===== config.mk =====
export PLATFORM = sky130hd
export DESIGN_NAME = countdown_display_driver
export DESIGN_NICKNAME = d
export VERILOG_FILES = /design/src/rtl/timer_pkg.sv /design/src/rtl/display_scan.sv /design/src/rtl/countdown_display_driver.sv
export SDC_FILE = /design/constraint.sdc
export NUM_CORES = 1
export LEC_CHECK = 0
export BUFFER_PORTS_ARGS = -buffer_cell sky130_fd_sc_hd__buf_2
export CORE_ASPECT_RATIO = 1.1
export CORE_MARGIN = 10
export CORE_UTILIZATION = 55
export DETAILED_ROUTE_END_ITERATION = 8
export PLACE_DENSITY = 0.8
export SLEW_MARGIN = 15
export SYNTH_ARGS = -nofsm -noshare
export SYNTH_HDL_FRONTEND = slang
export SYNTH_SLANG_ARGS = --single-unit

===== constraint.sdc =====
create_clock -name clock -period 3.36 [get_ports clock]
set_clock_uncertainty 0.05 [all_clocks]
set_input_delay 0.672 -clock clock [delete_from_list [all_inputs] [get_ports clock]]
set_output_delay 0.672 -clock clock [all_outputs]
set_load 0.05 [all_outputs]

===== src/rtl/timer_pkg.sv =====
// Shared types, display code constants and preset validation for the countdown timer.
package timer_pkg;

  typedef enum logic [2:0] {
    ST_IDLE,
    ST_RUN,
    ST_PAUSE,
    ST_DONE,
    ST_ERROR
  } state_t;

  localparam logic [3:0] CODE_R = 4'hB;
  localparam logic [3:0] CODE_r = 4'hC;
  localparam logic [3:0] CODE_o = 4'hD;
  localparam logic [3:0] CODE_A = 4'hE;
  localparam logic [3:0] CODE_F = 4'hF;

  // Reads "Rrro" from digit3 down to digit0.
  localparam logic [15:0] ERR_WORD = {CODE_R, CODE_r, CODE_r, CODE_o};

  // MM:SS preset is usable only if every digit is decimal and seconds tens is 0..5.
  function automatic logic bcd_valid(input logic [15:0] p);
    return (p[15:12] <= 4'd9) && (p[11:8] <= 4'd9) &&
           (p[7:4]   <= 4'd5) && (p[3:0]  <= 4'd9);
  endfunction

endpackage


===== src/rtl/display_scan.sv =====
// Digit multiplexer: walks a 4-digit word onto one code bus with active-low digit enables.
// Code and enable are registered on the same edge so they always belong to the same digit.
module display_scan
  import timer_pkg::*;
#(
  parameter int SCAN_DIV = 50_000
) (
  input  logic        clock,
  input  logic        reset,
  input  logic [15:0] i_word,
  output logic [3:0]  o_data,
  output logic [3:0]  o_digit_sel
);

  localparam int SW = (SCAN_DIV > 1) ? $clog2(SCAN_DIV) : 1;

  logic [SW-1:0] r_slot;
  logic [1:0]    r_idx;
  logic          w_wrap;
  logic [1:0]    w_idx_nxt;

  assign w_wrap    = (r_slot == SW'(SCAN_DIV - 1));
  assign w_idx_nxt = w_wrap ? r_idx + 2'd1 : r_idx;

  always_ff @(posedge clock or posedge reset) begin
    if (reset) begin
      r_slot      <= '0;
      r_idx       <= 2'd0;
      o_data      <= 4'h0;
      o_digit_sel <= 4'b1110;
    end else begin
      r_slot      <= w_wrap ? '0 : r_slot + SW'(1);
      r_idx       <= w_idx_nxt;
      o_data      <= i_word[{w_idx_nxt, 2'b00} +: 4];
      o_digit_sel <= ~(4'b0001 << w_idx_nxt);
    end
  end

endmodule


===== src/rtl/countdown_display_driver.sv =====
// MM:SS countdown timer FSM with BCD decrement, feeding the multiplexed digit display.
// Invalid presets and external faults park the timer in ERROR, which shows a fixed word.
module countdown_display_driver
  import timer_pkg::*;
#(
  parameter int TICK_DIV = 50_000_000,
  parameter int SCAN_DIV = 50_000
) (
  input  logic        clock,
  input  logic        reset,
  input  logic        start,
  input  logic        pause,
  input  logic        clear,
  input  logic        fault,
  input  logic [15:0] preset,
  output logic [3:0]  data,
  output logic [3:0]  digit_sel,
  output logic        running,
  output logic        done,
  output logic        error
);

  localparam int PW = $clog2(TICK_DIV);

  state_t        r_state;
  logic [15:0]   r_count;
  logic [PW-1:0] r_presc;
  logic          r_running;
  logic          r_done;
  logic          r_error;

  state_t        w_state_nxt;
  logic [15:0]   w_count_nxt;
  logic [PW-1:0] w_presc_nxt;
  logic          w_done_nxt;
  logic          w_tick;
  logic [15:0]   w_dec;
  logic [15:0]   w_word;

  // Borrow ripples upward: seconds units wrap to 9, seconds tens to 5, minutes units to 9.
  function automatic logic [15:0] bcd_dec(input logic [15:0] c);
    logic [3:0] m1, m0, s1, s0;
    {m1, m0, s1, s0} = c;
    if (s0 != 4'd0) begin
      s0 = s0 - 4'd1;
    end else begin
      s0 = 4'd9;
      if (s1 != 4'd0) begin
        s1 = s1 - 4'd1;
      end else begin
        s1 = 4'd5;
        if (m0 != 4'd0) begin
          m0 = m0 - 4'd1;
        end else begin
          m0 = 4'd9;
          m1 = m1 - 4'd1;
        end
      end
    end
    return {m1, m0, s1, s0};
  endfunction

  assign w_tick = (r_presc == PW'(TICK_DIV - 1));
  assign w_dec  = bcd_dec(r_count);

  always_comb begin
    w_state_nxt = r_state;
    w_count_nxt = r_count;
    w_presc_nxt = r_presc;
    w_done_nxt  = 1'b0;
    if (fault) begin
      w_state_nxt = ST_ERROR;
    end else if (clear) begin
      w_state_nxt = ST_IDLE;
      w_count_nxt = 16'h0000;
      w_presc_nxt = '0;
    end else if (start && (r_state != ST_ERROR)) begin
      if (!bcd_valid(preset)) begin
        w_state_nxt = ST_ERROR;
      end else if (preset == 16'h0000) begin
        w_state_nxt = ST_DONE;
        w_count_nxt = 16'h0000;
        w_presc_nxt = '0;
        w_done_nxt  = 1'b1;
      end else begin
        w_state_nxt = ST_RUN;
        w_count_nxt = preset;
        w_presc_nxt = '0;
      end
    end else begin
      case (r_state)
        ST_RUN: begin
          // Pause beats a pending tick; the prescaler stays put and ticks after resume.
          if (pause) begin
            w_state_nxt = ST_PAUSE;
          end else if (w_tick) begin
            w_presc_nxt = '0;
            w_count_nxt = w_dec;
            if (w_dec == 16'h0000) begin
              w_state_nxt = ST_DONE;
              w_done_nxt  = 1'b1;
            end
          end else begin
            w_presc_nxt = r_presc + PW'(1);
          end
        end
        ST_PAUSE: begin
          if (!pause) w_state_nxt = ST_RUN;
        end
        default: ;
      endcase
    end
  end

  always_ff @(posedge clock or posedge reset) begin
    if (reset) begin
      r_state   <= ST_IDLE;
      r_count   <= 16'h0000;
      r_presc   <= '0;
      r_running <= 1'b0;
      r_done    <= 1'b0;
      r_error   <= 1'b0;
    end else begin
      r_state   <= w_state_nxt;
      r_count   <= w_count_nxt;
      r_presc   <= w_presc_nxt;
      r_running <= (w_state_nxt == ST_RUN);
      r_done    <= w_done_nxt;
      r_error   <= (w_state_nxt == ST_ERROR);
    end
  end

  assign running = r_running;
  assign done    = r_done;
  assign error   = r_error;
  assign w_word  = (r_state == ST_ERROR) ? ERR_WORD : r_count;

  display_scan #(
    .SCAN_DIV (SCAN_DIV)
  ) u_scan (
    .clock       (clock),
    .reset       (reset),
    .i_word      (w_word),
    .o_data      (data),
    .o_digit_sel (digit_sel)
  );

endmodule

# ---- After elaboration in Yosys (flattened, before gate mapping)
# Cells that the tools add are included.
dict set report op_classes {
  n_addsub 7
  magnitude_cmp 4
  n_eq_ne 10
  shift 2
  n_mux 44
  bitwise_logic 2
  n_reduce_logical 13
}
# operator count
set ops {}
lappend ops {{$mux W26} 6}
lappend ops {{$mux W16} 9}
lappend ops {{$mux W4} 9}
lappend ops {{$logic_not A16 Y1} 2}
lappend ops {{$add A26 B1 Y26 const B} 1}
lappend ops {{$eq A26 B26 Y1 const B} 1}
lappend ops {{$mux W3} 8}
lappend ops {{$add A16 B1 Y16 const B} 1}
lappend ops {{$eq A16 B16 Y1 const B} 1}
lappend ops {{$shiftx A16 B5 Y4} 1}
lappend ops {{$sub A4 B1 Y4 const B} 4}
lappend ops {{$le A4 B4 Y1 const B} 3}
lappend ops {{$reduce_bool A4 Y1} 3}
lappend ops {{$mux W1} 9}
lappend ops {{$eq A3 B1 Y1 const B} 2}
lappend ops {{$eq A3 B3 Y1 const B} 2}
lappend ops {{$pmux W3 S2} 1}
lappend ops {{$reduce_bool A3 Y1} 2}
lappend ops {{$reduce_and A5 Y1} 1}
lappend ops {{$le A4 B3 Y1 const B} 1}
lappend ops {{$logic_and A1 B1 Y1} 4}
lappend ops {{$mux W2} 2}
lappend ops {{$not A4 Y4} 1}
lappend ops {{$reduce_and A4 Y1} 1}
lappend ops {{7 further kinds} 7}
dict set report word_totals {
  ff_bits 74
  input_bits 22
  out_inout_bits 11
  wordCells 92
}

# ---- Longest topological paths before layout
# Gate-level depths: netlist of the first run.
dict set report depth {
  depth_word 13
  mapped_depth 9
  depth_no_buf 7
}

# ---- Modules after synthesis
# Synthesis of the first run repeated with hierarchy kept, for this count alone.
dict set report unflattened {
  cells_unflattened 511
  hier_area_um2 4709.5
}
# module n_inst cells_each area_each_um2 seq_area_each_um2
set by_module_without_submodules {}
lappend by_module_without_submodules {countdown_display_driver 1 370 3258.1 1201.2}
lappend by_module_without_submodules {display_scan 1 141 1451.4 654.4}

# ---- Worst setup path before layout of the first run
# OpenSTA, ideal clock, no wires.
dict set report synth_path {
  path_kind {reg-to-reg}
  start {register r_count[0]}
  end {register r_running, in the netlist running}
  setup_ns 0.120
  arrival_time_ns 2.178
  required_ns 3.190
  path_slack_ns 1.011
  stages_incl_launch_ff 9
  path_buffers 1
  period_less_slack_ns 2.349
  cell_sequence {dfrtp_1 inv_1 ha_1 or4b_2 clkbuf_1 xnor2_1 nor4b_1 nand4bb_1 o211a_1}
}
dict set report synth_between {
  elab_chain_len 11
  elab_cells_between_ends 15
  cone_classes {1 x add/sub; 1 x eq/ne; 11 x mux; 2 x reduce/logical}
}
# element line
set synth_rtl {}
lappend synth_rtl {{start: declaration} countdown_display_driver.sv:26} ;# logic [15:0] r_count;
lappend synth_rtl {{start signal: assignment} countdown_display_driver.sv:125} ;# r_count <= w_count_nxt;
lappend synth_rtl {{$sub A4 B1 Y4 or $reduce_bool A4 Y1 (tied branches)} {countdown_display_driver.sv:45, countdown_display_driver.sv:44}}
lappend synth_rtl {{$mux W4} countdown_display_driver.sv:44} ;# if (s0 != 4'd0) begin
lappend synth_rtl {{$logic_not A16 Y1 *} countdown_display_driver.sv:99} ;# if (w_dec == 16'h0000) begin
lappend synth_rtl {{$mux W3 *} countdown_display_driver.sv:99}
lappend synth_rtl {{$mux W3 *} countdown_display_driver.sv:96} ;# end else if (w_tick) begin
lappend synth_rtl {{$mux W3 *} countdown_display_driver.sv:94} ;# if (pause) begin
lappend synth_rtl {{$pmux W3 S2 *} countdown_display_driver.sv:91} ;# case (r_state)
lappend synth_rtl {{$mux W3 *} countdown_display_driver.sv:77} ;# end else if (start && (r_state != ST_ERROR)) begin
lappend synth_rtl {{$mux W3 *} countdown_display_driver.sv:73} ;# end else if (clear) begin
lappend synth_rtl {{$mux W3 *} countdown_display_driver.sv:71} ;# if (fault) begin
lappend synth_rtl {{$eq A3 B1 Y1 *} countdown_display_driver.sv:127} ;# r_running <= (w_state_nxt == ST_RUN);
lappend synth_rtl {{end signal: assignment} countdown_display_driver.sv:127}
lappend synth_rtl {{end: declaration} countdown_display_driver.sv:28} ;# logic r_running;
# Every way passes the cells marked *; elsewhere a longest branch is shown, timed or not.
# A chain may end at the register's enable or synchronous reset.

# ---- Worst setup path after layout of the first run
dict set report layout_path {
  start {register r_presc[16]}
  end {register r_count[12]}
}
dict set report layout_between {
  elab_chain_len 3
}
# element line
set layout_rtl {}
lappend layout_rtl {{start: declaration} countdown_display_driver.sv:27} ;# logic [PW-1:0] r_presc;
lappend layout_rtl {{start signal: assignment} countdown_display_driver.sv:126} ;# r_presc <= w_presc_nxt;
lappend layout_rtl {{$eq A26 B26 Y1} countdown_display_driver.sv:63} ;# assign w_tick = (r_presc == PW'(TICK_DIV - 1));
lappend layout_rtl {{$reduce_bool A3 Y1 (no source line)} -}
lappend layout_rtl {{$reduce_and A5 Y1 (no source line)} -}
# No other way between the ends.

==> results.toml, run 1 <==
[detailed_routing]
routedWlPerCell_um = 18.8
ant_nets = 0
drtPass1Iterations = 5
vias = 4187
drc_errors = 0
vias_per_cell = 6.49
wl_mm = 12.1
drtIter0Drc = 312

[finish]
areaGrowthSynthToFinish_pct = 9.80
num_antenna_cells = 0
final_area_um2 = 4960
drive_above_1_share = 0.153
final_nets = 560

[power_and_ir_drop]
powerDensity_nw_per_um2 = 487
power.leakage_uw = 0.00203
irDropWorstVdd_uv = 288
fin_total_pwr_uw = 2420

[clock_tree]
cts_resized = 0
clkLatencyLatePin_ns = 0.35
clock_sinks = 74
clkTransAtPathRegs_ns = 0.09
cts-root-buf = "clkbuf_8"
htreeDepth = 3
hold_buffers = 0
post_cts_buffers = 0
cts_buffers = 9
cts_tree = "done"
clockBufferDepth = 2

[floorplanning]
dieArea_um2 = 12300
start_util = 0.568
io_pins = 33
die_w_um = 106
die_y_um = 115
num_rows = 34
coreArea_um2 = 7960

[placement]
place_area_um2 = 4790
place.gp.congestion = 1.09
dp_hpwl_mm = 8.71
io_buffers = 32
dpl_worst_slack_ns = 0.506

[global_routing]
grt_max_degree = 40
grt_pass1_wl_mm = 20.5
grt_pass1_vias = 4085
grt.total_usage = 0.201
antenna_found_initial = 0
grt-ovfl-total = 0

[logic_synthesis]
synth_seq_area_share = 0.410
synth_seq_cells = 74
synth_cell_type_count = 73
yosysTopAreaCellShare = 0.393
yosys.area.top_type = "dfrtp_1"
synth_fp_nets = 533
avgSynthCellArea_um2 = 8.95
netlist_top_cells_count = "dfrtp_1, nor2_1, o21ai_0"
ys_warn_count = 0
synth_cells = 505
synth_area_leaders = "dfrtp_1, o21ai_0, nor2_1, a21oi_1, nand4_1"
yosysMostFrequentCell = "dfrtp_1"
synthFlopType = "dfrtp_1"
synth-edff-count = 0
async_reset_ff_frac = 1.00
syn_area_um2 = 4520

[timing]
hold_viol = 0
rsz0062_at_grt = "false"
slew_headroom = 0.440
fin_hold_ws_ns = 0.429
slew_viol_final = 0
setup_ws_ns = 0.707
worst_pin_slew_ns = 0.838
period_share = 0.790
fmax_mhz = 377
setup_viol = 0
fin_setup_tns_ns = 0
period_needed_ns = 2.65

[critical_path]
setup.worst_path.class = "register to register"
cp-start-kind = "register"
required_ns = 3.52
critPathArrivalTime_ns = 2.81
worst_setup_path_end_kind = "register"
cp_max_fo = 8

[job]
maxCapViolations = 0

[outcome]
status = "finished clean"

[min_path]
hold_path.class = "input pin to async pin"
-- registers in the layout, summed over array words and instances, names as in the netlist --
name                flops
r_presc                26
r_count                16
u_scan.r_slot          16
u_scan.o_data           4
u_scan.o_digit_sel      4
r_state                 3
u_scan.r_idx            2
done                    1
error                   1
running                 1
-- where the power goes --
part / switching, µW / internal (µW) / leakage (µW) / total [µW]
registers: 120 / 963 / 0.000981 / 1080
logic: 424 / 271 / 0.000953 / 696
clock network: 364 / 273 / 0.0000942 / 637
total: 908 / 1510 / 0.00203 / 2420
-- worst max-delay path: stages, from the launching register on --
cell	delay [ns]
dfrtp_1	0.46
nor4b_1	0.46
nand4_1	0.49
or4_1	0.62
a211oi_1	0.33
a211oi_1	0.11
-- layer usage --
layer	up-vias	global-route usage	share of wire
met2	169	0.329	0.48
met3	34	0.0325	0.074
met4	0	0.0777	0.027
li1	1972	-	-
met1	2012	0.262	0.42
met5	-	0	0
-- layout make-up --
| class | instances | area, µm² |
|---|---|---|
| Fill cell | 705 | 2990 |
| Multi-Input combinational cell | 383 | 2470 |
| Sequential cell | 74 | 1860 |
| Timing Repair Buffer | 43 | 255 |
| Tap cell | 108 | 135 |
| Clock buffer | 9 | 124 |
| Inverter | 21 | 78.8 |
| Clock inverter | 7 | 50.0 |
-- final timing paths --
check	depth (start not counted)	slack, ns	to	from
setup / recovery	5	0.71	r_count[12]	r_presc[16]
hold / removal	2	0.43	u_scan.r_slot[10]	reset
setup reg to reg	5	0.71	r_count[12]	r_presc[16]
hold reg to reg	1	0.44	u_scan.r_slot[0]	u_scan.r_slot[0]
max in group asynchronous	3	2.13	r_count[6]	reset
min in group clock	1	0.44	u_scan.r_slot[0]	u_scan.r_slot[0]
-- per-stage QoR --
stage / std cells / utilization
CTS: 645 / 0.624
finish: 645 / 0.624
detailed placement: 629 / 0.602
global placement: 629 / 0.602
global route: 645 / 0.624
floorplan: 505 / -
-- cells in the final DEF (no fill, tap or decap), types with 6 or more instances in the layout --
cell       netlist  layout
and4_1           8       8
mux2i_1          9       9
and3_1           8       8
nand2_1         31      31
xnor2_1          9       9
buf_4            0      10
a21oi_1         30      30
inv_1           21      20
o211ai_1         6       6
nor4_1           6       6
ha_1             6       6
nand4_1         19      19
clkbuf_8         0       9
nor2_1          43      43
o2bb2ai_1        8       8
nor3_1          16      16
nand3_1         20      20
or4_1            8       8
dfrtp_1         71      71
o22ai_1          7       7
buf_2            9      32
xor2_1           8       8
o21ai_0         41      41
or3_1            8       8
-- cell families after synthesis --
| family | after synthesis | synth area share |
|---|---|---|
| DFF | 74 | 0.410 |
| muxes | 11 | 0.0249 |
| buffers and inverters | 48 | 0.0443 |
| and+or+nand+nor | 206 | 0.260 |
| AOI/OAI and AO/OA | 143 | 0.211 |
| adders and majority gates | 6 | 0.0166 |
| xor gates and xnor gates | 17 | 0.0329 |
Power figures use the tool's default switching activity.
==> inputs of run 2 (changes only) <==
--- a/config.mk
+++ b/config.mk
@@ -5,6 +5,7 @@
 export SDC_FILE = /design/constraint.sdc
 export NUM_CORES = 1
 export LEC_CHECK = 0
+export ABC_AREA = 1
 export BUFFER_PORTS_ARGS = -buffer_cell sky130_fd_sc_hd__buf_2
 export CORE_ASPECT_RATIO = 1.1
 export CORE_MARGIN = 10
==> constraint.sdc (replaced) <==
create_clock -name clock -period 2.7 [get_ports clock]
set_clock_uncertainty 0.05 [all_clocks]
set_input_delay 0.54 -clock clock [delete_from_list [all_inputs] [get_ports clock]]
set_output_delay 0.54 -clock clock [all_outputs]
set_load 0.05 [all_outputs]
==> results.toml, run 2 <==
[floorplanning]
io_pins = 33
num_rows = 34
die_w_um = 106
die_y_um = 115
dieArea_um2 = 12100
start_util = 0.566
coreArea_um2 = 7910

[clock_tree]
clkLatencyLatePin_ns = 0.36
clock_sinks = 74
cts_buffers = 9
cts_tree = "done"
clkTransAtPathRegs_ns = 0.08
cts_resized = 0
hold_buffers = 0
post_cts_buffers = 0
cts-root-buf = "clkbuf_8"
clockBufferDepth = 2
htreeDepth = 3

[placement]
dp_hpwl_mm = 8.25
io_buffers = 32
dpl_worst_slack_ns = 0.349
place.gp.congestion = 0.914

[logic_synthesis]
synth_cells = 608
synthFlopType = "dfrtp_1"
async_reset_ff_frac = 1.00
avgSynthCellArea_um2 = 7.36
yosysMostFrequentCell = "nand2_1"
yosys.area.top_type = "dfrtp_1"
synth_area_leaders = "dfrtp_1, nand2_1, inv_1, nor2_1, o21ai_0"
synth_fp_nets = 636
netlist_top_cells_count = "nand2_1, inv_1, dfrtp_1, nor2_1, o21ai_0"
syn_area_um2 = 4480
yosysTopAreaCellShare = 0.397
synth_seq_area_share = 0.415
synth_cell_type_count = 42
synth-edff-count = 0
synth_seq_cells = 74
ys_warn_count = 0

[global_routing]
grt-ovfl-total = 0
antenna_found_initial = 0
grt_max_degree = 39
grt_pass1_wl_mm = 18.5
grt.total_usage = 0.185
grt_pass1_vias = 4081

[detailed_routing]
routedWlPerCell_um = 14.2
drtPass1Iterations = 4
vias_per_cell = 5.43
drc_errors = 0
vias = 4126
ant_nets = 0
wl_mm = 10.8
drtIter0Drc = 187

[power_and_ir_drop]
intPower_uw = 1860
seq_power_share = 0.442
power.leakage_uw = 0.00234
p_comb_frac = 0.263
pwr-share-clk = 0.295
powerDensity_nw_per_um2 = 588
fin_total_pwr_uw = 2910
p_switching_uw = 1050
netSwitchingFraction = 0.361
irDropWorstVdd_uv = 255

[finish]
drive_above_1_share = 0.147
layout_common_cells = "nand2_1, inv_1, nor2_1, dfrtp_1, o21ai_0"
layout_commonest_cell = "nand2_1"
top_regs = "r_presc (26), r_count (16), u_scan.r_slot (16)"
areaGrowthSynthToFinish_pct = 10.7
final_nets = 674
largest_reg_flops = 26
top_register = "r_presc"

[timing]
slew_viol_final = 0
slew_headroom = 0.501
period_needed_ns = 2.36
setup_ws_ns = 0.341
hold_viol = 0
fmax_mhz = 424
setup_viol = 0
period_share = 0.874
worst_pin_slew_ns = 0.747
fin_setup_tns_ns = 0
rsz0062_at_grt = "false"

[critical_path]
required_ns = 2.89
worstReg2RegStart = "r_count[0]"
rr_worst_depth = 15
r2r_slack_ns = 0.34
cp_max_fo = 10
critPathSlowestCell = "dfrtp_1"
setup.worst_path.class = "register to register"
cp-start-kind = "register"
reg2reg_to = "error"
crit_path_frequent_cell = "nand2_1"
critPathArrivalTime_ns = 2.55
worstPathCellList = "inv_1 > ha_1 > nand2_1 > nor2_4 > nand2_1 > nand2_1 > nand3_1 > nor2_1 > nand2_1 > nor2_1 > nand4_1 > nand2_1 > nand2_1 > nand2_1 > a21oi_1"
slowest_delay_ns = 0.43
worst_setup_path_end_kind = "register"

[min_path]
hold_path.class = "input pin to async pin"

[job]
maxCapViolations = 0

[outcome]
status = "finished clean"
run 2: worst max-delay path by stage:
stage / start / endpoint / slack [ns]
global placement: r_count[0] / error / 0.38
floorplan: reset / done / 0.23
CTS: r_count[0] / error / 0.33
finish: r_count[0] / error / 0.34
detailed placement: r_count[0] / error / 0.35
global route: r_count[1] / running / 0.04
run 2: metrics by stage:
step	hold slack, ns	instance area [µm²]	util	instances
2_1_floorplan	0.381	4480	-	608
3_5_place_dp	0.408	4760	0.601	743
3_3_place_gp	0.395	4760	0.601	743
6_report	0.253	4950	0.626	760
4_1_cts	0.285	4950	0.626	759
5_1_grt	0.330	4950	0.626	759
run 2: metal layers:
layer | global-route usage | wire length (µm)
met5 | 0 | 0
met2 | 0.328 | 5500
met1 | 0.205 | 4360
met4 | 0.0976 | 336
met3 | 0.0383 | 554
run 2: critical path: cells and delay by family, from the launching register on:
kind | cells | cell delay (ns)
DFF | 1 | 0.43
and+or+nand+nor | 12 | 1.28
adders and majority gates | 1 | 0.26
AOI/OAI and AO/OA | 1 | 0.07
buffers and inverters | 1 | 0.14
run 2: cell families after synthesis:
group | count (synthesis) | share of synthesized area
xor gates and xnor gates | 9 | 0.0193
buffers and inverters | 104 | 0.0928
adders and majority gates | 6 | 0.0168
AOI/OAI and AO/OA | 109 | 0.138
and+or+nand+nor | 306 | 0.318
DFF | 74 | 0.415
run 2: final cells by class:
class	count	area (µm²)
Antenna cell	1	2.50
Clock buffer	9	124
Clock inverter	7	70.1
Fill cell	756	2960
Inverter	95	360
Multi-Input combinational cell	430	2200
Sequential cell	74	1860
Tap cell	108	135
Timing Repair Buffer	36	203
run 2: power groups by stage:
stage | Clock (µW) | Combinational (µW) | Sequential, µW
after floorplan | 0 | 532 | 1340
after global placement | 0 | 753 | 1310
after detailed placement | 0 | 760 | 1310
after CTS | 874 | 765 | 1290
after global routing | 926 | 865 | 1300
final | 858 | 767 | 1290
